### config.mk
export PLATFORM = sky130hd
export DESIGN_NAME = lcd_scanline_fx
export DESIGN_NICKNAME = d
export VERILOG_FILES = /design/src/rtl/lcd_scanline_fx.sv
export SDC_FILE = /design/constraint.sdc
export NUM_CORES = 1
export LEC_CHECK = 0
export BUFFER_PORTS_ARGS = -buffer_cell sky130_fd_sc_hd__clkbuf_2
export CAP_MARGIN = 20
export CORE_AREA = 3 3 116 118
export DETAILED_ROUTE_END_ITERATION = 6
export DIE_AREA = 0 0 119 121
export HOLD_SLACK_MARGIN = 0.12
export PLACE_DENSITY_LB_ADDON = 0.25
export SLEW_MARGIN = 10
export SYNTH_ARGS = -nofsm -noshare
export SYNTH_HDL_FRONTEND = slang
export SYNTH_SLANG_ARGS = --single-unit
### constraint.sdc
create_clock -name pclk -period 5 [get_ports pclk]
set_input_delay 0.5 -clock pclk [delete_from_list [all_inputs] [get_ports pclk]]
set_output_delay 0.5 -clock pclk [all_outputs]
set_load 0.02 [all_outputs]
### src/rtl/lcd_scanline_fx.sv
// Scanline darkening stage placed after the LCD video generator.
// Two pce-cycle pipeline; frame-stable mode and a line-group cadence pick the darkened lines.
module lcd_scanline_fx #(
  parameter int GROUP_LOG2 = 2,
  parameter int LCNT_W     = 10
) (
  input  logic       pclk,
  input  logic       reset_n,
  input  logic       pce,
  input  logic [1:0] sl_mode,
  input  logic       sl_alt,
  input  logic       hs_in,
  input  logic       vs_in,
  input  logic       blank_in,
  input  logic [7:0] r_in,
  input  logic [7:0] g_in,
  input  logic [7:0] b_in,
  output logic       hs_out,
  output logic       vs_out,
  output logic       de_out,
  output logic [7:0] r_out,
  output logic [7:0] g_out,
  output logic [7:0] b_out
);

  localparam logic [GROUP_LOG2-1:0] PH_LAST = '1;

  logic [LCNT_W-1:0]     line_cnt;
  logic                  frame_odd;
  logic [1:0]            mode_q;
  logic                  alt_q;
  logic                  vs_d;
  logic                  de_d;
  logic [GROUP_LOG2-1:0] phase;
  logic                  dark;
  logic                  vs_rise;
  logic                  act_fall;

  // Stage-1 pipeline registers; mode_s1 carries the attenuation (0 = pass through)
  logic       hs_s1, vs_s1, de_s1;
  logic [1:0] mode_s1;
  logic [7:0] r_s1, g_s1, b_s1;

  function automatic logic [7:0] atten(input logic [1:0] m, input logic [7:0] x);
    case (m)
      2'd1:    return x - {2'b00, x[7:2]};
      2'd2:    return {1'b0, x[7:1]};
      2'd3:    return {2'b00, x[7:2]};
      default: return x;
    endcase
  endfunction

  always_comb begin
    phase    = line_cnt[GROUP_LOG2-1:0];
    dark     = (mode_q != 2'd0) &&
               ((alt_q && frame_odd) ? (phase == '0) : (phase == PH_LAST));
    vs_rise  = vs_in && !vs_d;
    act_fall = de_d && blank_in;
  end

  // Frame/line bookkeeping; a vs rise overrides a coincident end-of-line
  always_ff @(posedge pclk or negedge reset_n) begin
    if (!reset_n) begin
      line_cnt  <= '0;
      frame_odd <= 1'b0;
      mode_q    <= 2'd0;
      alt_q     <= 1'b0;
      vs_d      <= 1'b0;
      de_d      <= 1'b0;
    end else if (pce) begin
      vs_d <= vs_in;
      de_d <= !blank_in;
      if (vs_rise) begin
        line_cnt  <= '0;
        frame_odd <= !frame_odd;
        mode_q    <= sl_mode;
        alt_q     <= sl_alt;
      end else if (act_fall) begin
        line_cnt <= line_cnt + 1'b1;
      end
    end
  end

  always_ff @(posedge pclk or negedge reset_n) begin
    if (!reset_n) begin
      hs_s1   <= 1'b0;
      vs_s1   <= 1'b0;
      de_s1   <= 1'b0;
      mode_s1 <= 2'd0;
      r_s1    <= 8'h00;
      g_s1    <= 8'h00;
      b_s1    <= 8'h00;
    end else if (pce) begin
      hs_s1   <= hs_in;
      vs_s1   <= vs_in;
      de_s1   <= !blank_in;
      mode_s1 <= dark ? mode_q : 2'd0;
      r_s1    <= r_in;
      g_s1    <= g_in;
      b_s1    <= b_in;
    end
  end

  always_ff @(posedge pclk or negedge reset_n) begin
    if (!reset_n) begin
      hs_out <= 1'b0;
      vs_out <= 1'b0;
      de_out <= 1'b0;
      r_out  <= 8'h00;
      g_out  <= 8'h00;
      b_out  <= 8'h00;
    end else if (pce) begin
      hs_out <= hs_s1;
      vs_out <= vs_s1;
      de_out <= de_s1;
      r_out  <= de_s1 ? atten(mode_s1, r_s1) : 8'h00;
      g_out  <= de_s1 ? atten(mode_s1, g_s1) : 8'h00;
      b_out  <= de_s1 ? atten(mode_s1, b_s1) : 8'h00;
    end
  end

endmodule

==> results of run 1 <==
[cell usage after synthesis, types with 2 or more instances]
library cell	n
mux4_2	12
nor4_2	2
and2_1	2
a21o_1	4
nor3_1	9
ha_1	20
nor2b_1	5
mux2i_1	6
inv_1	37
dfrtp_1	62
xor2_1	6
buf_2	6
xnor2_1	4
mux2_2	14
o21a_1	3
o31a_1	3
a31o_2	2
nand3_1	9
o2bb2ai_1	10
buf_4	3
a21oi_2	3
fa_1	3
o41ai_2	3
clkbuf_1	7
nor2_1	14
nand2_1	39
a21oi_1	11
a22o_1	10
a221o_1	3
a311oi_1	2
o21ai_0	35
o211ai_1	3
[final cells by class]
type	count	area, um^2
Clock buffer	9	225
Clock inverter	7	65.1
Timing Repair Buffer	63	325
Sequential cell	62	1550
Tap cell	172	215
Multi-Input combinational cell	246	1960
Inverter	38	143
Fill cell	1277	8090
[where the power goes]
part           switching (mW)  internal (mW)
clock network           0.232          0.382
logic                   0.301          0.248
registers              0.0850          0.587
[worst register-to-register path: cells and delay by family, from the launching register on]
| kind | cells | cell delay [ns] |
|---|---|---|
| multiplexers | 1 | 0.45 |
| XOR/XNOR | 1 | 0.14 |
| AO/OA/AOI/OAI | 1 | 0.20 |
| adder cells (fa/ha/maj) | 2 | 0.61 |
| AND/OR/NAND/NOR | 2 | 0.20 |
| flip-flops | 1 | 0.43 |
| buffers and inverters | 1 | 0.05 |
[per-stage QoR]
step / util (%) / setup slack, ns
floorplan: - / 2.96
global placement: 33.3 / 2.56
detailed placement: 33.3 / 2.47
CTS: 35.6 / 2.80
global route: 35.6 / 2.60
finish: 35.6 / 2.81
[flip-flops by register name, summed over array words and instances (netlist names), 8 cells and up]
name   cells
r_out      8
g_s1       8
g_out      8
b_s1       8
r_s1       8
b_out      8
[how the worst max path moves through the flow]
stage	startpoint	end	slack, ns	cells past startpoint
6_report	g_s1[2]$_DFFE_PN0P_	g_out[4]$_DFFE_PN0P_	2.81	8
5_1_grt	pce	b_out[6]$_DFFE_PN0P_	2.60	6
4_1_cts	g_s1[2]$_DFFE_PN0P_	g_out[4]$_DFFE_PN0P_	2.80	8
3_5_place_dp	pce	g_out[6]$_DFFE_PN0P_	2.47	6
3_3_place_gp	pce	g_out[6]$_DFFE_PN0P_	2.56	6
2_1_floorplan	r_s1[0]$_DFFE_PN0P_	r_out[4]$_DFFE_PN0P_	2.96	9
[kinds of logic after synthesis]
group                      share of synthesized area (%)
AOI/OAI and AO/OA                                   18.5
and+or+nand+nor                                     10.1
DFF                                                 41.5
adders and majority gates                           8.30
buffers and inverters                               6.16
muxes                                               13.1
xor gates and xnor gates                            2.34
[routing by layer]
layer / global-route usage (%) / vias to the layer above / part of all wire (%)
met5: 0 / - / 0
met4: 5.43 / 0 / 1.8
met3: 2.56 / 13 / 3.1
met2: 21.3 / 49 / 46
met1: 17.8 / 1412 / 49
li1: - / 1423 / -
==> metrics.txt, run 1 <==
final period utilization 43.8%; delay-heaviest family, CP adder cells; Netlist cell types 44; commonest cells after routing, fill and taps aside dfrtp_1 (62), clkbuf_2 (59), nand2_1 (39); CP max stage delay 0.45 ns; CTS HTree Levels 3; Port Buf Inserts 59; Cell Area, Synth 3740 um^2; CP Launch Type register; I/O pins 60; critical path fanouts, max 6; total power 1.83 mW; crit path time final 2.19 ns; top cells by area, synth dfrtp_1 (42%), mux4_2 (7.2%), ha_1 (6.7%); share of the synthesized area in the top cell type 41.5%; number of synthesized flops with an enable pin 0; Yosys top cell by area dfrtp_1; Syn Nets 420; CP max stage cell mux4_2; GPL Wtd Cong 0.777; CP required 5.22 ns; Min Hold Slack 0.341 ns; reg2reg start g_s1[2]$_DFFE_PN0P_; Post-Syn Area per Cell 10.3 um^2; Buffers & Inverters on Critical Path 1; Rows 41; max_cap viols 0; setup violators final 0; Die Ht 121 um; Mapped Cells 364; core area 12,600 um^2; Post-CTS Hold Buffers 0; Starting Density 29.7%; drt total wl 9030 um; # diodes 0; post-route ant nets 0; Clock Sinks 62; dpl cell area 4190 um^2; insertion delay to the later sink of the worst-skew pair 0.33 ns; via density per instance 4.85; Area Growth Syn to Fin 19.9%; top_reg_cell synth dfrtp_1; Max clock buf depth 2; worst reg2reg path depth 8; leak pwr 2.07 nW; design area 4480 um^2; DRC 0; most common cell after layout, fill and taps aside dfrtp_1; sequential-to-total area share from yosys stat 41.5%; Num CTS Buffers 9; top achievable clock speed 457 MHz; CTS tree built; status completed; HPWL after DPL 6480 um; ys async rst share 100%; vias in the first global route 2,998; Pre-antenna DRT Iters 4; Worst-Margin Slew 0.819 ns; Synth Warn # 0; global-route wire length before repair 15,200 um; root buf cell clkbuf_16; total global-route track usage 13.4%; crit path cell chain ha_1 -> inv_1 -> fa_1 -> nand3_1 -> nand2_1 -> xor2_1 -> mux4_2 -> a22o_1; Worst VDD drop 0.000139 V; Fin. Hold Viols 0; PwrDens 409 nW/um^2; max-slew violations 0; WL/cell 15.1 um; Post-Place Cells 581; gr ovfl total 0; die area 14,400 um^2; CP arrival 2.41 ns; initial drt markers 128; largest net degree at the start of global routing 63; # nets final 476; proportion of layout cells with a drive suffix above 1 27.5%; Vias 2,897; critical path type register to register; clock skew 0.00318 ns; Resized cells post-CTS 0; flop2flop setup slack 2.81 ns; final std cells w/o fill 597; RR Endpoint g_out[4]$_DFFE_PN0P_; Slew HR 45.4%; Worst-path clk slew 0.06 ns; setup TNS 0 ns; #FFs+latches synth 62; die width 119 um; RSZ-0062 raised after global routing no; Post CTS Setup Buffer Count 0; initial antenna violation count 0; Tightest Hold Check Type input port to async pin; critical path endpoint category register
(Power assumes the default switching activity.)
==> run 2, diff against run 1 <==
clock period = 2.15 ns   (was 5 ns; I/O delays follow)
==> metrics.txt, run 2 (same netlist as run 1, synthesis figures left out) <==
Worst VDD drop 0.000329 V; status completed; WL/cell 15.2 um; via density per instance 4.87; met3 Use GR 3.22%; Die Ht 121 um; HPWL after DPL 6800 um; Filler cells 1,264; critical path type register to register; most common cell after layout, fill and taps aside dfrtp_1; commonest cells after routing, fill and taps aside dfrtp_1 (62), clkbuf_2 (59), nand2_1 (37); dpl cell area 4280 um^2; CP required 2.36 ns; CTS tree built; Pre-antenna DRT Iters 5; CP max stage cell mux4_2; I/O pins 60; worst reg2reg path depth 9; Tightest Hold Check Type input port to register; Num CTS Buffers 9; Vias 3,061; drt total wl 9570 um; critical path fanouts, max 2; root buf cell clkbuf_16; crit path cell chain inv_2 -> ha_4 -> inv_1 -> fa_2 -> nand3_2 -> nand2_2 -> xor2_1 -> mux4_2 -> a22o_1; proportion of layout cells with a drive suffix above 1 29.6%; initial drt markers 105; RSZ-0062 raised after global routing yes; initial antenna violation count 0; Max clock buf depth 2; total global-route track usage 13.7%; Area Growth Syn to Fin 29.7%; GPL Wtd Cong 0.792; Slew HR 40.6%; max_cap viols 0; area occupied by multi-input gates 2000 um^2; max-slew violations 0; gr ovfl total 0; critical path endpoint category register; GRT met2 Usage 22.7%; final design utilization 38.6%; post-route ant nets 0; CP Launch Type register; hold path depth 2; Post-Place Cells 590; Port Buf Inserts 59; setup TNS 0 ns; clock skew 0.00789 ns; global-route wire length before repair 15,700 um; Starting Density 29.7%; core area 12,600 um^2; setup violators final 0; top achievable clock speed 477 MHz; CP max stage delay 0.45 ns; largest net degree at the start of global routing 63; Worst-Margin Slew 0.889 ns; # diodes 0; Worst-path clk slew 0.05 ns; # nets final 510; Fin. Hold Viols 0; flip-flop and latch area 1550 um^2; CP arrival 2.30 ns; Clock Sinks 62; leak pwr 2.22 nW; crit path time final 2.10 ns; design area 4850 um^2; DRC 0; final std cells w/o fill 628; PwrDens 894 nW/um^2; Rows 41; met1 Use GR 17.8%; die width 119 um; insertion delay to the later sink of the worst-skew pair 0.33 ns; die area 14,400 um^2; final period utilization 97.5%; vias in the first global route 3,063; GR peak layer met2; CTS HTree Levels 3
run 2: cell count changes in the layout (fill, tap and decap cells not counted), sizes merged:
cell         previous run  this run
dlygate4sd3             0        24
buf                     4        14
clkinv                  4         1
clkbuf                 68        70
clkinvlp                2         0
run 2: layer usage:
layer	part of all wire (%)	vias to the layer above	wire, um
met1	45	1494	4300
met4	1.6	0	152
li1	-	1480	-
met3	4.3	13	415
met5	0	-	0
met2	49	74	4700
run 2: power breakdown:
| group | switching, mW | internal [mW] |
|---|---|---|
| Sequential | 0.181 | 1.37 |
| Combinational | 0.744 | 0.654 |
| Clock | 0.487 | 0.906 |
run 2: timing repair:
action                                  in CTS  in global routing
endpoints found under the setup margin       2                  3
pin swaps                                    0                  2
cloned                                       0                  0
hold endpoints to repair                    85                  0
resized for setup                            2                 11
buffers inserted                             0                  1
hold buffers                                24                  0
run 2: area by class of cell:
type                       instances  area share (%)
multi-input combinational        246            41.2
sequential                        62            32.0
timing repair buffer              97            13.7
clock buffer                      11            5.01
tap                              172            4.44
inverter                          38            2.94
clock inverter                     2           0.723
run 2: path summary, 6_finish.rpt:
path,slack (ns),startpoint,end
max in group asynchronous,1.41,reset_n,g_out[4]$_DFFE_PN0P_
worst min-delay path,0.13,b_in[2],b_s1[2]$_DFFE_PN0P_
worst min register to register,0.47,frame_odd$_DFFE_PN0P_,frame_odd$_DFFE_PN0P_
min in group asynchronous,0.44,reset_n,g_out[7]$_DFFE_PN0P_
worst max-delay path,0.05,g_s1[0]$_DFFE_PN0P_,g_out[4]$_DFFE_PN0P_
worst max register to register,0.05,g_s1[0]$_DFFE_PN0P_,g_out[4]$_DFFE_PN0P_
run 2: per-stage QoR:
stage | hold WS [ns] | setup WS [ns] | power, mW
final | 0.129 | 0.0533 | 4.34
after global routing | 0.126 | -0.00640 | 4.61
after CTS | 0.120 | 0.00378 | 4.37
after detailed placement | 0.269 | -0.000995 | 2.92
after global placement | 0.265 | 0.0407 | 2.89
after floorplan | -0.0806 | 0.113 | 2.49
run 2: critical path, delay by kind of cell (launching register included):
family / cells / cell delay (ns)
DFF: 1 / 0.39
and+or+nand+nor: 2 / 0.14
AOI/OAI and AO/OA: 1 / 0.20
buffers and inverters: 2 / 0.14
muxes: 1 / 0.45
xor gates and xnor gates: 1 / 0.13
adders and majority gates: 2 / 0.53
